[config.mk]
export PLATFORM = sky130hd
export DESIGN_NAME = hamming_secded_codec
export DESIGN_NICKNAME = d
export VERILOG_FILES = /design/src/rtl/hamming_secded_codec.sv
export SDC_FILE = /design/constraint.sdc
export NUM_CORES = 1
export LEC_CHECK = 0
export ABC_CLOCK_PERIOD_IN_PS = 2300
export CELL_PAD_IN_SITES_DETAIL_PLACEMENT = 0
export CELL_PAD_IN_SITES_GLOBAL_PLACEMENT = 1
export CORE_MARGIN = 2
export CORE_UTILIZATION = 32
export DETAILED_ROUTE_END_ITERATION = 8
export HOLD_SLACK_MARGIN = 0.02
export PLACE_DENSITY = 0.86
export SETUP_SLACK_MARGIN = 0.02
export SYNTH_ARGS = -nofsm -noshare
export SYNTH_HDL_FRONTEND = slang
export SYNTH_SLANG_ARGS = --single-unit
[constraint.sdc]
create_clock -name clk -period 2.3 [get_ports clk]
set_input_delay 0.575 -clock clk [delete_from_list [all_inputs] [get_ports clk]]
set_output_delay 0.575 -clock clk [all_outputs]
set_load 0.05 [all_outputs]
[src/rtl/hamming_secded_codec.sv]
// Registered SECDED Hamming codec: encodes or decodes one word per accepted
// transaction, with a one-entry output register and saturating error counters.
module hamming_secded_codec #(
  parameter  int DATA_W = 4,
  parameter  int CNT_W  = 8,
  localparam int P0     = $clog2(DATA_W + 1),
  localparam int P1     = $clog2(DATA_W + 1 + P0),
  localparam int P      = $clog2(DATA_W + 1 + P1),
  localparam int N      = DATA_W + P + 1
) (
  input  logic             clk,
  input  logic             rst,
  input  logic             in_valid,
  output logic             in_ready,
  input  logic             in_mode,
  input  logic [N-1:0]     in_data,
  output logic             out_valid,
  input  logic             out_ready,
  output logic             out_mode,
  output logic [N-1:0]     out_data,
  output logic [P-1:0]     out_syndrome,
  output logic             out_single,
  output logic             out_double,
  input  logic             cnt_clr,
  output logic [CNT_W-1:0] corr_cnt,
  output logic [CNT_W-1:0] uncorr_cnt
);

  localparam logic [P-1:0] MAX_POS = P'(N - 1);

  // Hamming position of data bit idx: the idx-th position that is not a power of two.
  function automatic int data_pos(input int idx);
    int cnt;
    int res;
    cnt = 0;
    res = 0;
    for (int pos = 1; pos < N; pos++) begin
      if ((pos & (pos - 1)) != 0) begin
        if (cnt == idx) res = pos;
        cnt++;
      end
    end
    return res;
  endfunction

  function automatic logic [P-1:0] calc_syn(input logic [N-1:0] w);
    logic [P-1:0] s;
    s = '0;
    for (int pos = 1; pos < N; pos++) begin
      if (w[pos]) s = s ^ P'(pos);
    end
    return s;
  endfunction

  logic [N-1:0]      enc_raw;
  logic [N-1:0]      enc_word;
  logic [P-1:0]      enc_par;
  logic [P-1:0]      dec_syn;
  logic              dec_q;
  logic [N-1:0]      dec_fixed;
  logic [DATA_W-1:0] dec_data;
  logic              dec_single;
  logic              dec_double;
  logic              accept;

  logic             out_valid_q, out_valid_d;
  logic             out_mode_q, out_mode_d;
  logic [N-1:0]     out_data_q, out_data_d;
  logic [P-1:0]     out_syndrome_q, out_syndrome_d;
  logic             out_single_q, out_single_d;
  logic             out_double_q, out_double_d;
  logic [CNT_W-1:0] corr_cnt_q, corr_cnt_d;
  logic [CNT_W-1:0] uncorr_cnt_q, uncorr_cnt_d;

  assign enc_raw[0] = 1'b0;

  for (genvar k = 0; k < P; k++) begin : g_par_slot
    localparam int PP = 1 << k;
    assign enc_raw[PP] = 1'b0;
  end

  for (genvar i = 0; i < DATA_W; i++) begin : g_data_map
    localparam int POS = data_pos(i);
    assign enc_raw[POS] = in_data[i];
    assign dec_data[i]  = dec_fixed[POS];
  end

  // With parity slots zeroed, the syndrome of the placed data is exactly the parity vector.
  always_comb begin
    enc_par  = calc_syn(enc_raw);
    enc_word = enc_raw;
    for (int k = 0; k < P; k++) begin
      enc_word[1 << k] = enc_par[k];
    end
    enc_word[0] = ^enc_word[N-1:1];
  end

  always_comb begin
    dec_syn    = calc_syn(in_data);
    dec_q      = ^in_data;
    dec_fixed  = in_data;
    dec_single = 1'b0;
    dec_double = 1'b0;
    if (dec_q) begin
      if (dec_syn > MAX_POS) begin
        dec_double = 1'b1;
      end else begin
        dec_single = 1'b1;
        if (dec_syn != '0) dec_fixed = in_data ^ (N'(1) << dec_syn);
      end
    end else if (dec_syn != '0) begin
      dec_double = 1'b1;
    end
  end

  assign in_ready = !out_valid_q || out_ready;
  assign accept   = in_valid && in_ready;

  always_comb begin
    out_valid_d    = out_valid_q;
    out_mode_d     = out_mode_q;
    out_data_d     = out_data_q;
    out_syndrome_d = out_syndrome_q;
    out_single_d   = out_single_q;
    out_double_d   = out_double_q;
    corr_cnt_d     = corr_cnt_q;
    uncorr_cnt_d   = uncorr_cnt_q;

    if (accept) begin
      out_valid_d = 1'b1;
      out_mode_d  = in_mode;
      if (in_mode) begin
        out_data_d     = N'(dec_data);
        out_syndrome_d = dec_syn;
        out_single_d   = dec_single;
        out_double_d   = dec_double;
      end else begin
        out_data_d     = enc_word;
        out_syndrome_d = '0;
        out_single_d   = 1'b0;
        out_double_d   = 1'b0;
      end
    end else if (out_ready) begin
      out_valid_d = 1'b0;
    end

    // A clear in the same cycle as a counted result wins.
    if (cnt_clr) begin
      corr_cnt_d   = '0;
      uncorr_cnt_d = '0;
    end else if (accept && in_mode) begin
      if (dec_single && corr_cnt_q != '1)   corr_cnt_d   = corr_cnt_q + 1'b1;
      if (dec_double && uncorr_cnt_q != '1) uncorr_cnt_d = uncorr_cnt_q + 1'b1;
    end
  end

  always_ff @(posedge clk) begin
    if (rst) begin
      out_valid_q    <= 1'b0;
      out_mode_q     <= 1'b0;
      out_data_q     <= '0;
      out_syndrome_q <= '0;
      out_single_q   <= 1'b0;
      out_double_q   <= 1'b0;
      corr_cnt_q     <= '0;
      uncorr_cnt_q   <= '0;
    end else begin
      out_valid_q    <= out_valid_d;
      out_mode_q     <= out_mode_d;
      out_data_q     <= out_data_d;
      out_syndrome_q <= out_syndrome_d;
      out_single_q   <= out_single_d;
      out_double_q   <= out_double_d;
      corr_cnt_q     <= corr_cnt_d;
      uncorr_cnt_q   <= uncorr_cnt_d;
    end
  end

  assign out_valid    = out_valid_q;
  assign out_mode     = out_mode_q;
  assign out_data     = out_data_q;
  assign out_syndrome = out_syndrome_q;
  assign out_single   = out_single_q;
  assign out_double   = out_double_q;
  assign corr_cnt     = corr_cnt_q;
  assign uncorr_cnt   = uncorr_cnt_q;

endmodule

==> qor.yml <==
outcome:
  status: "complete, no violations"
route:
  routed_wl_mm: 4.91
  wl_per_cell_um: 12.8
  route.detailed.drc: 0
  vias_per_cell: 5.10
  ant_nets: 0
  dr.pass1.iters: 4
  vias: 1955
  drt_iter0_drc: 128
place:
  gp_congestion: 0.826
  pre_cts_ws_ns: -0.578
  post-dp-hpwl_mm: 3.73
  io_buffers: 45
  place_area_um2: 2660
power_and_ir_drop:
  power.density_nw_per_um2: 531
  ir_drop_v: 0.000353
  p_sw_mw: 0.478
  p_seq_share_pct: 38.1
  p_int_mw: 1.01
  combPwrFrac_pct: 33.5
  pwr-share-clk_pct: 28.4
  p_total_mw: 1.49
  p_leak_nw: 1.12
  p_sw_share_pct: 32.0
worst_setup_path:
  cp-end-kind: "flop"
  path_cells: "clkdlybuf4s50_1, xnor2_2, xor2_2, and2_1, o21ai_2, o311ai_0, o41ai_1"
  path_buf_inv: 1
  cp.arrival_ns: 2.33
  cpPeakStageDelay_ns: 0.45
  cpMaxStageDelayCell: "clkdlybuf4s50_1"
  startpoint: "in_data[4]"
  r2r_start: "uncorr_cnt[0]"
  critPathMaxFanout: 5
  crit_family: "compound AO/OA/AOI/OAI gates"
  path_class: "in -> reg"
  cp-start-kind: "input pin"
  required_ns: 2.44
final_layout:
  final_cell_area_um2: 2810
  drive_gt1_share_pct: 22.1
  syn_to_final_growth_pct: 48.0
  nets: 324
  n_antenna_cell: 0
global_route:
  antenna_found_initial: 0
  grt.overflow.total: 0
  grt_start_max_net_pins: 15
  grt_pass1_wl_mm: 8.08
  grt_pass1_vias: 1712
  grt_usage_pct: 16.0
timing:
  post-route-min-period_ns: 2.19
  setup_viol: 0
  timing.hold.ws_ns: 0.462
  drv_slew: 0
  rsz0062_at_grt: "no"
  max_freq_ghz: 0.456
  setup_slack_ns: 0.109
  worst_pin_slew_ns: 0.521
  skew_ns: 0.00661
  period_share_pct: 95.3
  final-hold-violation-count: 0
  slew_headroom_pct: 65.2
synthesis:
  synth.distinct_cells: 41
  async_flop_share_pct: 0
  synth-seq-cells: 31
  synth_cells: 236
  synth_area_um2: 1900
  yosysWarningCount: 0
  synth_fp_nets: 252
  synthFlopType: "dfxtp_1"
  synth-edff-count: 0
  synth.avg_cell_area_um2: 8.05
  synth-seq-area-share_pct: 32.7
cts:
  cts.clk_slew.worst_paths_ns: 0.06
  clock_latency_ns: 0.28
  cts_buffer_depth: 2
  cts_inserted_buffers: 5
  cts_root_buf: "clkbuf_8"
  cts_max_level: 2
  cts_sinks: 31
  cts_tree: "yes"
hold_path:
  hold_path.class: "reg -> reg"
  min_from: "out_double"
floorplan:
  coreArea_um2: 5820
  die_h_um: 81.0
  die_x_um: 81.0
  initial_core_util_pct: 32.7
  num_io_pins: 46
  die_area_um2: 6570
  rows: 28
run:
  max_cap_violations: 0
==> cell families after synthesis <==
group | share of synthesized area (%)
and+or+nand+nor | 28.6
xor gates and xnor gates | 12.8
buffers and inverters | 3.89
muxes | 2.37
AOI/OAI and AO/OA | 18.4
adders and majority gates | 1.32
DFF | 32.7
==> state kept, by name (all words and copies together) (netlist names) <==
| signal | flops |
|---|---|
| corr_cnt | 8 |
| out_data | 8 |
| uncorr_cnt | 8 |
| out_syndrome | 3 |
| out_double | 1 |
| out_mode | 1 |
| out_single | 1 |
| out_valid | 1 |
==> metrics by stage <==
step	util, %	TNS (ns)	instances
5_1_grt	48.3	0	383
4_1_cts	48.0	0	383
2_1_floorplan	-	0	236
3_3_place_gp	45.8	-8.34	375
3_5_place_dp	45.8	-9.69	375
6_report	48.3	0	383
==> synth_stat cells, types with 2 or more instances <==
cell type  count  area [µm²]
a21o_1         2        15.0
a21oi_1       14        70.1
a22oi_1        4        30.0
a311oi_1       3        26.3
a31o_2         2        17.5
a31oi_1        4        25.0
a41o_1         2        20.0
and2_1         5        31.3
and3_1        13        81.3
buf_1          2        7.51
buf_2          2        10.0
clkbuf_1      11        41.3
dfxtp_1       31         621
ha_1           2        25.0
inv_1          2        7.51
mux4_2         2        45.0
nand2_1       14        52.6
nand3_1       15        75.1
nor2_1        33         124
nor3_1        12        60.1
nor3b_1        3        22.5
nor4bb_1       4        40.0
o21ai_0        6        30.0
o22ai_1        2        12.5
o311ai_0       2        17.5
o41ai_1        2        17.5
or2_2          2        12.5
or3_1          4        25.0
xnor2_1       13         114
xor2_1        11        96.3
xor2_2         2        32.5
==> worst reg2reg max path, stage by stage (launching register included) <==
cell,delay (ns)
dfxtp_1,0.44
ha_1,0.26
and3_1,0.22
nand2_1,0.08
nor2_1,0.31
o311ai_0,0.19
o41ai_1,0.09
==> cell type report <==
cell class                 instances  area, µm²
sequential                        31        621
clock inverter                     1       5.00
inverter                           2       7.51
tap                               75       93.8
multi-input combinational        187       1280
timing repair buffer              81        718
fill                             585       3000
clock buffer                       6       82.6
==> power groups by stage <==
stage               Clock (mW)  Sequential (mW)  Combinational (mW)
floorplan                    0            0.644               0.219
global placement             0            0.580               0.474
detailed placement           0            0.580               0.479
CTS                      0.436            0.568               0.493
global route             0.461            0.571               0.539
finish                   0.423            0.568               0.500
==> cell usage in the layout, fill, tap and decap left out, types with 4 or more instances in the layout <==
cell type and n:
a31oi_1 4, xnor2_1 8, nand2_1 14, a22oi_1 4, clkdlybuf4s50_1 37, and2_1 5
nor2_1 32, and3_1 13, buf_4 35, nand3_1 15, or3_1 4, xor2_1 10
a21oi_1 14, xnor2_2 5, o21ai_0 6, nor3_1 12, dfxtp_1 31, clkbuf_8 6
==> worst paths after layout <==
check	to	slack, ns	cells past startpoint
setup / recovery	uncorr_cnt[3]	0.11	7
hold / removal	out_double	0.46	2
setup reg to reg	uncorr_cnt[3]	0.58	6
hold reg to reg	out_double	0.46	2
==> per-layer routing <==
layer	track usage, %	vias to the layer above	wire (µm)
li1	-	991	-
met1	21.4	909	2230
met2	24.9	48	2290
met3	4.33	7	319
met4	5.59	0	68
met5	0	-	0
==> what timing repair did <==
action,CTS,global route
buffers inserted,1,0
hold buffers,0,0
pin swaps,1,0
gates resized for setup,13,12
setup endpoints to repair,21,9
(Power assumes the default switching activity.)
